`src/rtl/aoi222_bist_if.sv`:
```
// Controller-to-wrapper bundle for the AOI222 BIST: start/result handshake plus the cell vector and ZN return.
// The master side is the controller; the slave side is the wrapper, which owns start and the cell's ZN.
interface aoi222_bist_if #(
  parameter int ERR_W = 7
);
  logic             start;
  logic [5:0]       vec_out;
  logic             dut_zn;
  logic             busy;
  logic             done;
  logic             pass;
  logic [ERR_W-1:0] err_cnt;
  logic             fail_valid;
  logic [5:0]       first_fail_vec;

  modport master (
    input  start, dut_zn,
    output vec_out, busy, done, pass, err_cnt, fail_valid, first_fail_vec
  );

  modport slave (
    output start, dut_zn,
    input  vec_out, busy, done, pass, err_cnt, fail_valid, first_fail_vec
  );
endinterface

```
`src/rtl/aoi222_bist_ctrl.sv`:
```
// Exhaustive AOI222 self-test: 64 vectors, each held SETTLE_CYCLES then sampled once (SETTLE_CYCLES+1 cycles per vector).
// start is ignored while busy. Define AOI222_BIST_STOP_ON_FAIL_EN to end the sweep at the first mismatch.
module aoi222_bist_ctrl #(
  parameter int SETTLE_CYCLES = 2,
  parameter int ERR_W         = 7
) (
  input  logic           clk,
  input  logic           rst,
  aoi222_bist_if.master  bus
);

  typedef enum logic [1:0] {
    S_IDLE,
    S_SETTLE,
    S_SAMPLE,
    S_DONE
  } state_t;

  localparam logic [3:0]       LP_CNT_LAST = 4'(SETTLE_CYCLES - 1);
  localparam logic [ERR_W-1:0] LP_ERR_MAX  = '1;

  state_t           r_state, w_state_nxt;
  logic [5:0]       r_vec, w_vec_nxt;
  logic [3:0]       r_cnt, w_cnt_nxt;
  logic [ERR_W-1:0] r_err, w_err_nxt;
  logic             r_fail_vld, w_fail_vld_nxt;
  logic [5:0]       r_first, w_first_nxt;
  logic             w_golden;
  logic             w_mismatch;
  logic             w_stop;

  assign w_golden   = ~((r_vec[5] & r_vec[4]) | (r_vec[3] & r_vec[2]) | (r_vec[1] & r_vec[0]));
  assign w_mismatch = (bus.dut_zn != w_golden);

`ifdef AOI222_BIST_STOP_ON_FAIL_EN
  assign w_stop = w_mismatch;
`else
  assign w_stop = 1'b0;
`endif

  always_comb begin
    w_state_nxt    = r_state;
    w_vec_nxt      = r_vec;
    w_cnt_nxt      = r_cnt;
    w_err_nxt      = r_err;
    w_fail_vld_nxt = r_fail_vld;
    w_first_nxt    = r_first;
    case (r_state)
      S_IDLE, S_DONE: begin
        if (bus.start) begin
          w_err_nxt      = '0;
          w_fail_vld_nxt = 1'b0;
          w_first_nxt    = '0;
          w_vec_nxt      = '0;
          w_cnt_nxt      = '0;
          w_state_nxt    = S_SETTLE;
        end
      end
      S_SETTLE: begin
        w_cnt_nxt = r_cnt + 4'd1;
        if (r_cnt == LP_CNT_LAST) begin
          w_state_nxt = S_SAMPLE;
        end
      end
      S_SAMPLE: begin
        if (w_mismatch) begin
          if (r_err != LP_ERR_MAX) begin
            w_err_nxt = r_err + 1'b1;
          end
          if (!r_fail_vld) begin
            w_first_nxt    = r_vec;
            w_fail_vld_nxt = 1'b1;
          end
        end
        // vec_out freezes on the last (or failing) vector so the wrapper can read it back
        if (w_stop || (r_vec == 6'd63)) begin
          w_state_nxt = S_DONE;
        end else begin
          w_vec_nxt   = r_vec + 6'd1;
          w_cnt_nxt   = '0;
          w_state_nxt = S_SETTLE;
        end
      end
      default: w_state_nxt = S_IDLE;
    endcase
  end

  always_ff @(posedge clk) begin
    if (rst) begin
      r_state    <= S_IDLE;
      r_vec      <= '0;
      r_cnt      <= '0;
      r_err      <= '0;
      r_fail_vld <= 1'b0;
      r_first    <= '0;
    end else begin
      r_state    <= w_state_nxt;
      r_vec      <= w_vec_nxt;
      r_cnt      <= w_cnt_nxt;
      r_err      <= w_err_nxt;
      r_fail_vld <= w_fail_vld_nxt;
      r_first    <= w_first_nxt;
    end
  end

  assign bus.vec_out        = r_vec;
  assign bus.busy           = (r_state == S_SETTLE) || (r_state == S_SAMPLE);
  assign bus.done           = (r_state == S_DONE);
  assign bus.pass           = (r_state == S_DONE) && (r_err == '0);
  assign bus.err_cnt        = r_err;
  assign bus.fail_valid     = r_fail_vld;
  assign bus.first_fail_vec = r_first;

endmodule

```
`src/flat_wrapper.sv`:
```
// flat-port wrapper written by rule: the top's interface ports become plain ports
module aoi222_bist_ctrl_flat 
#(
  parameter int SETTLE_CYCLES = 2,
  parameter int ERR_W         = 7
)
  (clk, rst, bus_start, bus_dut_zn, bus_vec_out, bus_busy, bus_done, bus_pass, bus_err_cnt, bus_fail_valid, bus_first_fail_vec);
  aoi222_bist_if #(.ERR_W(ERR_W)) bus_i ();
  input  logic clk;
  input  logic rst;
  input wire logic [$bits(bus_i.start)-1:0] bus_start;
  input wire logic [$bits(bus_i.dut_zn)-1:0] bus_dut_zn;
  output wire logic [$bits(bus_i.vec_out)-1:0] bus_vec_out;
  output wire logic [$bits(bus_i.busy)-1:0] bus_busy;
  output wire logic [$bits(bus_i.done)-1:0] bus_done;
  output wire logic [$bits(bus_i.pass)-1:0] bus_pass;
  output wire logic [$bits(bus_i.err_cnt)-1:0] bus_err_cnt;
  output wire logic [$bits(bus_i.fail_valid)-1:0] bus_fail_valid;
  output wire logic [$bits(bus_i.first_fail_vec)-1:0] bus_first_fail_vec;
  assign bus_i.start = bus_start;
  assign bus_i.dut_zn = bus_dut_zn;
  assign bus_vec_out = bus_i.vec_out;
  assign bus_busy = bus_i.busy;
  assign bus_done = bus_i.done;
  assign bus_pass = bus_i.pass;
  assign bus_err_cnt = bus_i.err_cnt;
  assign bus_fail_valid = bus_i.fail_valid;
  assign bus_first_fail_vec = bus_i.first_fail_vec;
  aoi222_bist_ctrl #(.SETTLE_CYCLES(SETTLE_CYCLES), .ERR_W(ERR_W)) u_core (.clk(clk), .rst(rst), .bus(bus_i));
endmodule
```
`config.mk`:
```
export PLATFORM = sky130hd
export DESIGN_NAME = aoi222_bist_ctrl_flat
export DESIGN_NICKNAME = d
export VERILOG_FILES = /design/src/rtl/aoi222_bist_if.sv /design/src/rtl/aoi222_bist_ctrl.sv /design/src/flat_wrapper.sv
export SDC_FILE = /design/constraint.sdc
export NUM_CORES = 1
export LEC_CHECK = 0
export CAP_MARGIN = 20
export CORE_MARGIN = 2
export CORE_UTILIZATION = 51
export CTS_CLUSTER_DIAMETER = 40
export DETAILED_ROUTE_END_ITERATION = 6
export PLACE_DENSITY = 0.78
export SLEW_MARGIN = 5
export SYNTH_ARGS = -nofsm -noshare
export SYNTH_HDL_FRONTEND = slang
export SYNTH_SLANG_ARGS = --single-unit
```
`constraint.sdc`:
```
create_clock -name clk -period 2 [get_ports clk]
set_input_delay 0.3 -clock clk [delete_from_list [all_inputs] [get_ports clk]]
set_output_delay 0.3 -clock clk [all_outputs]
set_load 0.02 [all_outputs]
```
==> results of run 1 <==
==> sequential cells by signal, summed over array words and instances (netlist names) <==
| signal | count |
|---|---|
| u_core.bus.fail_valid | 1 |
| u_core.r_state | 2 |
| u_core.r_cnt | 4 |
| u_core.bus.err_cnt | 7 |
| u_core.bus.vec_out | 6 |
| u_core.bus.first_fail_vec | 6 |
==> layout make-up <==
type | instances | share of cell area (%)
flip-flops and latches | 26 | 27.9
multi-input cells | 129 | 47.0
clock buffers | 3 | 1.20
inverters | 10 | 2.01
clock inverters | 1 | 1.61
repair buffers | 37 | 18.3
well taps | 31 | 2.07
==> kinds of logic after synthesis <==
kind of cell	share of synthesized area, %
adders and majority gates	7.73
DFF	35.7
buffers and inverters	3.95
muxes	2.75
AOI/OAI and AO/OA	21.6
xor gates and xnor gates	3.01
and+or+nand+nor	25.3
==> repair_timing <==
action	CTS	global route
resized for setup	2	2
hold buffers	0	0
endpoints found under the setup margin	2	2
==> worst max-delay path: cells and delay by family, from the launching register on <==
family,cells,cell delay [ns]
buffers and inverters,2,0.44
flip-flops,1,0.42
AND/OR/NAND/NOR,2,0.24
adder cells (fa/ha/maj),1,0.17
==> per-layer routing <==
metal  vias to the layer above  GRT usage [%]  wire, µm
met5                         -              0         0
met4                         0           11.3        81
met3                        12           4.31       163
met2                        47           40.7      1850
met1                       676           28.0      1520
li1                        692              -         -
==> cells in the final DEF (no fill, tap or decap), types with 2 or more instances in the layout <==
cell type / netlist / routed
a21oi_1: 8 / 8
o31ai_1: 2 / 2
nand2b_1: 4 / 4
a31oi_1: 3 / 3
nor4_1: 4 / 4
clkbuf_4: 0 / 3
buf_4: 0 / 11
nor2b_1: 4 / 4
nand3_1: 16 / 16
o211ai_1: 9 / 9
clkdlybuf4s50_1: 0 / 24
xnor2_1: 2 / 2
or3_1: 4 / 4
inv_1: 9 / 9
ha_1: 9 / 9
nand2_1: 17 / 17
nor3_1: 3 / 3
o2bb2ai_1: 6 / 6
nor2_1: 11 / 11
xor2_1: 3 / 3
mux2i_1: 4 / 4
o21ai_0: 3 / 3
dfxtp_1: 26 / 25
==> stage by stage <==
step	power [W]	cells	instance area (µm²)	hold WS [ns]
after global routing	0.00131	237	1870	0.490
after global placement	0.000877	233	1820	0.437
after CTS	0.00125	237	1870	0.470
after floorplan	0.000773	168	1460	0.479
final	0.00125	237	1870	0.466
after detailed placement	0.000891	233	1820	0.450
==> where the power goes <==
group	switching [W]	internal, W
sequential	0.0000200	0.000536
combinational	0.000194	0.000129
clock	0.000166	0.000203
total	0.000379	0.000867
==> worst paths after layout <==
kind	startpoint	endpoint	slack [ns]	depth (start not counted)
min reg2reg	u_core.bus.first_fail_vec[1]$_SDFFE_PP0P_	u_core.bus.first_fail_vec[1]$_SDFFE_PP0P_	0.47	2
min	u_core.bus.first_fail_vec[1]$_SDFFE_PP0P_	u_core.bus.first_fail_vec[1]$_SDFFE_PP0P_	0.47	2
max	u_core.bus.err_cnt[0]$_SDFFE_PP0P_	bus_pass	0.11	5
max reg2reg	u_core.bus.vec_out[0]$_SDFFE_PP0P_	u_core.bus.vec_out[5]$_SDFFE_PP0P_	0.17	5
==> run metrics, run 1 <==
GRT Util Overall=23.6%; count leader, synth=dfxtp_1; remaining antenna violation count=0; Top FF cell, synth=dfxtp_1; Synth Cell Area=0.00146 mm²; fraction of layout cells with a size suffix above 1=9.71%; Worst Setup End Kind=primary output; crit-path cells=inv_1 > ha_1 > nand3_1 > nor4_1 > clkdlybuf4s15_1; core area=0.00273 mm²; vias per cell=6.02; Post-Place Worst Slack=0.172 ns; Starting Density=53.3%; Num Clock Sinks=26; routed wire length=3610 µm; row cnt=19; area leader, netlist=dfxtp_1; Yosys warnings=0; worst endpoint data arrival time=1.59 ns; routed len/inst=15.2 µm; H-tree depth=1; synth-to-layout area growth=28.4%; final setup TNS=0 ns; DR vias=1427; Worst Setup Start Kind=flip-flop; Worst-path clk slew=0.15 ns; Hold Vio Cnt, Final=0; run status=completed; cells after synthesis=168; Ant. Diodes=0; sequential area share after synthesis=35.7%; Die Y-Extent=57.4 µm; ys async rst share=0%; final setup fails=0; Post-CTS Setup Bufs=0; CTS Buf Count=3; slew margin rel.=64.7%; IO Pins=27; Seq cells post-synth=26; full die area=0.00330 mm²; final core occ=68.4%; Slowest-stage cell, CP=dfxtp_1; Max VDD drop=0.617 mV; MaxCap Viol Count=0; Power Density=666 mW/mm²; Critical Path Max Stage Delay=0.42 ns; # fillers=235; nets@finish=220; Skew-Pair Late Insertion Delay=0.33 ns; Final Slew Violations=0; CTS tree=yes; setup ws final=0.106 ns; gr ovfl total=0; fin crit period=1.89 ns; Routability Congestion=0.856; Mapped Nets=181; fmax=528 MHz; clk buf depth=2; synthesized area per cell=8.67 µm²; crit path kind=flip-flop to primary output; Multi-input gate area=878 µm²; vias in the first global route=1390; Worst Tran Pin Value=0.526 ns; synth cell count leaders=dfxtp_1, nand2_1, nand3_1; worst path required time=1.70 ns; register area=522 µm²; crit-path max FO=8; DRC violations left=0; Tcrit/Tclk final=94.7%; top cells by area, synth=dfxtp_1, ha_1, nand3_1; hpwl dp=2870 µm; Starting DRT DRC Count=84; HP Class=flip-flop to flip-flop; first-pass GRT wire length=6120 µm; clk root buf=clkbuf_4; initial antenna violation count=0; chip width=57.4 µm; 1st-pass router iterations=4; largest net degree at the start of global routing=16; Synth top area share=35.7%; clock skew=0.00486 ns; LEAKAGE=0.682 nW; RSZ-0062 raised after global routing=false; Port Buffers=26; Synth cell types=41; EDFF count, synth=0
(Power assumes the default switching activity.)
==> run 2, diff against run 1 <==
- GPL_TIMING_DRIVEN: default -> 0
==> run metrics, run 2 (same netlist as run 1, synthesis figures left out) <==
gr ovfl total=0 (unchanged); Hold Vio Cnt, Final=0 (unchanged); register area=524 µm² (+0.48%); Ant. Diodes=0 (unchanged); crit-path max FO=7 (-1); remaining antenna violation count=0 (unchanged); H-tree depth=1 (unchanged); nets@finish=212 (-3.6%); DR vias=1353 (-5.2%); Worst-path clk slew=0.15 ns (about the same); hold_buf cts=0 (unchanged); slew margin rel.=55.2% (-9.5 points); IO Pins=27 (unchanged); vias in the first global route=1232 (-11%); Max VDD drop=0.559 mV (-9.4%); full die area=0.00330 mm² (unchanged); clock skew=0.0148 ns (+0.00993 ns); 1st-pass router iterations=4 (unchanged); Tcrit/Tclk final=94.0% (-0.67 points); Post-DP Area=0.00176 mm² (-3.4%); final setup TNS=0 ns (unchanged); Post-CTS Setup Bufs=0 (unchanged); CTS tree=yes; Worst Tran Pin Value=0.667 ns (+0.141 ns); run status=completed; Routability Congestion=0.861 (+0.65%); clk buf depth=2 (unchanged); Port Buffers=26 (unchanged); Final Slew Violations=0 (unchanged); placed insts=225 (-3.4%); fin crit period=1.88 ns (-0.0135 ns); Starting DRT DRC Count=50 (-40%); fraction of layout cells with a size suffix above 1=8.08% (-1.6 points); row cnt=19 (unchanged); initial antenna violation count=0 (unchanged); core area=0.00273 mm² (unchanged); Worst Setup End Kind=flip-flop; CTS Buf Count=3 (unchanged); R2R Setup Slk=0.12 ns (-0.05 ns); crit path kind=flip-flop to flip-flop; synth-to-layout area growth=24.3%; most common cell after layout, fill and taps aside=dfxtp_1; worst endpoint data arrival time=2.11 ns (+0.52 ns); worst path required time=2.22 ns (+0.52 ns); routed len/inst=14.3 µm (-6.2%); final cell count without fillers=229 (-3.4%); routed wire length=3270 µm (-9.4%); Starting Density=53.3% (unchanged); fmax=532 MHz (+0.72%); Multi-input gate area=897 µm² (+2.1%); HP Class=flip-flop to flip-flop; first-pass GRT wire length=5540 µm (-9.5%); Worst Setup Start Kind=flip-flop; hpwl dp=2430 µm (-15%); Largest register FFs=7 (unchanged); GRT Util Overall=21.0% (-2.6 points); RSZ-0062 raised after global routing=false; Die Y-Extent=57.4 µm (unchanged); commonest non-fill, non-tap cells in the layout=dfxtp_1, clkdlybuf4s50_1, nand2_1; largest net degree at the start of global routing=15 (-1); Skew-Pair Late Insertion Delay=0.33 ns (about the same); Power Density=620 mW/mm² (-6.9%); hold_ws=0.456 ns (-0.0103 ns); chip width=57.4 µm (unchanged); vias per cell=5.91 (-1.9%); final setup fails=0 (unchanged); DRC violations left=0 (unchanged); MaxCap Viol Count=0 (unchanged); Final Cell Area=0.00181 mm² (-3.2%); LEAKAGE=0.632 nW (-7.3%); Num Clock Sinks=26 (unchanged); clk root buf=clkbuf_4; # fillers=245 (+4.3%)
run 2: cell types whose count changed in the layout (fill, tap and decap cells not counted), sizes merged:
| cell | delta |
|---|---|
| buf | -9 |
| bufinv | -1 |
| clkbuf | +3 |
| clkdlybuf4s15 | -1 |
run 2: area by class of cell:
class | count | area share, %
repair buffers | 26 | 14.0
inverters | 10 | 2.07
clock buffers | 4 | 2.00
well taps | 31 | 2.14
flip-flops and latches | 26 | 29.0
multi-input cells | 129 | 49.6
plain buffers | 3 | 1.24
run 2: metal layers:
metal / up-vias / global-route usage (%) / routed length [µm]
li1: 674 / - / -
met1: 643 / 28.5 / 1500
met2: 34 / 34.7 / 1620
met3: 2 / 4.08 / 142
met4: 0 / 4.65 / 17
met5: - / 0 / 0
run 2: worst paths after layout:
check / startpoint / endpoint / cells after the start
max: u_core.bus.vec_out[0]$_SDFFE_PP0P_ / u_core.bus.err_cnt[2]$_SDFFE_PP0P_ / 5
min: u_core.bus.first_fail_vec[1]$_SDFFE_PP0P_ / u_core.bus.first_fail_vec[1]$_SDFFE_PP0P_ / 2
min reg2reg: u_core.bus.first_fail_vec[1]$_SDFFE_PP0P_ / u_core.bus.first_fail_vec[1]$_SDFFE_PP0P_ / 2
max reg2reg: u_core.bus.vec_out[0]$_SDFFE_PP0P_ / u_core.bus.err_cnt[2]$_SDFFE_PP0P_ / 5
run 2: worst max-delay path, cell delays in order (launching register included):
cell and delay, ns:
dfxtp_1 0.47, ha_1 0.27, a221oi_4 0.08, xnor2_1 0.54, nor4b_1 0.12, a211o_1 0.29
run 2: where the power goes:
| group | total [W] | switching (W) | internal [W] |
|---|---|---|---|
| Combinational | 0.000294 | 0.000184 | 0.000110 |
| Sequential | 0.000556 | 0.0000190 | 0.000537 |
| Clock | 0.000273 | 0.000161 | 0.000111 |
| Total | 0.00112 | 0.000364 | 0.000758 |
run 2: per-stage QoR:
stage | total power (W) | setup WS, ns | util [%]
2_1_floorplan | 0.000773 | 0.190 | -
3_3_place_gp | 0.000847 | 0.0390 | 64.2
3_5_place_dp | 0.000854 | 0.00905 | 64.2
4_1_cts | 0.00111 | 0.00937 | 65.6
5_1_grt | 0.00118 | 0.00210 | 66.2
6_report | 0.00112 | 0.120 | 66.2
run 2: what timing repair did:
item,CTS,global route
resized for setup,3,10
gates cloned,0,0
setup endpoints to repair,4,11
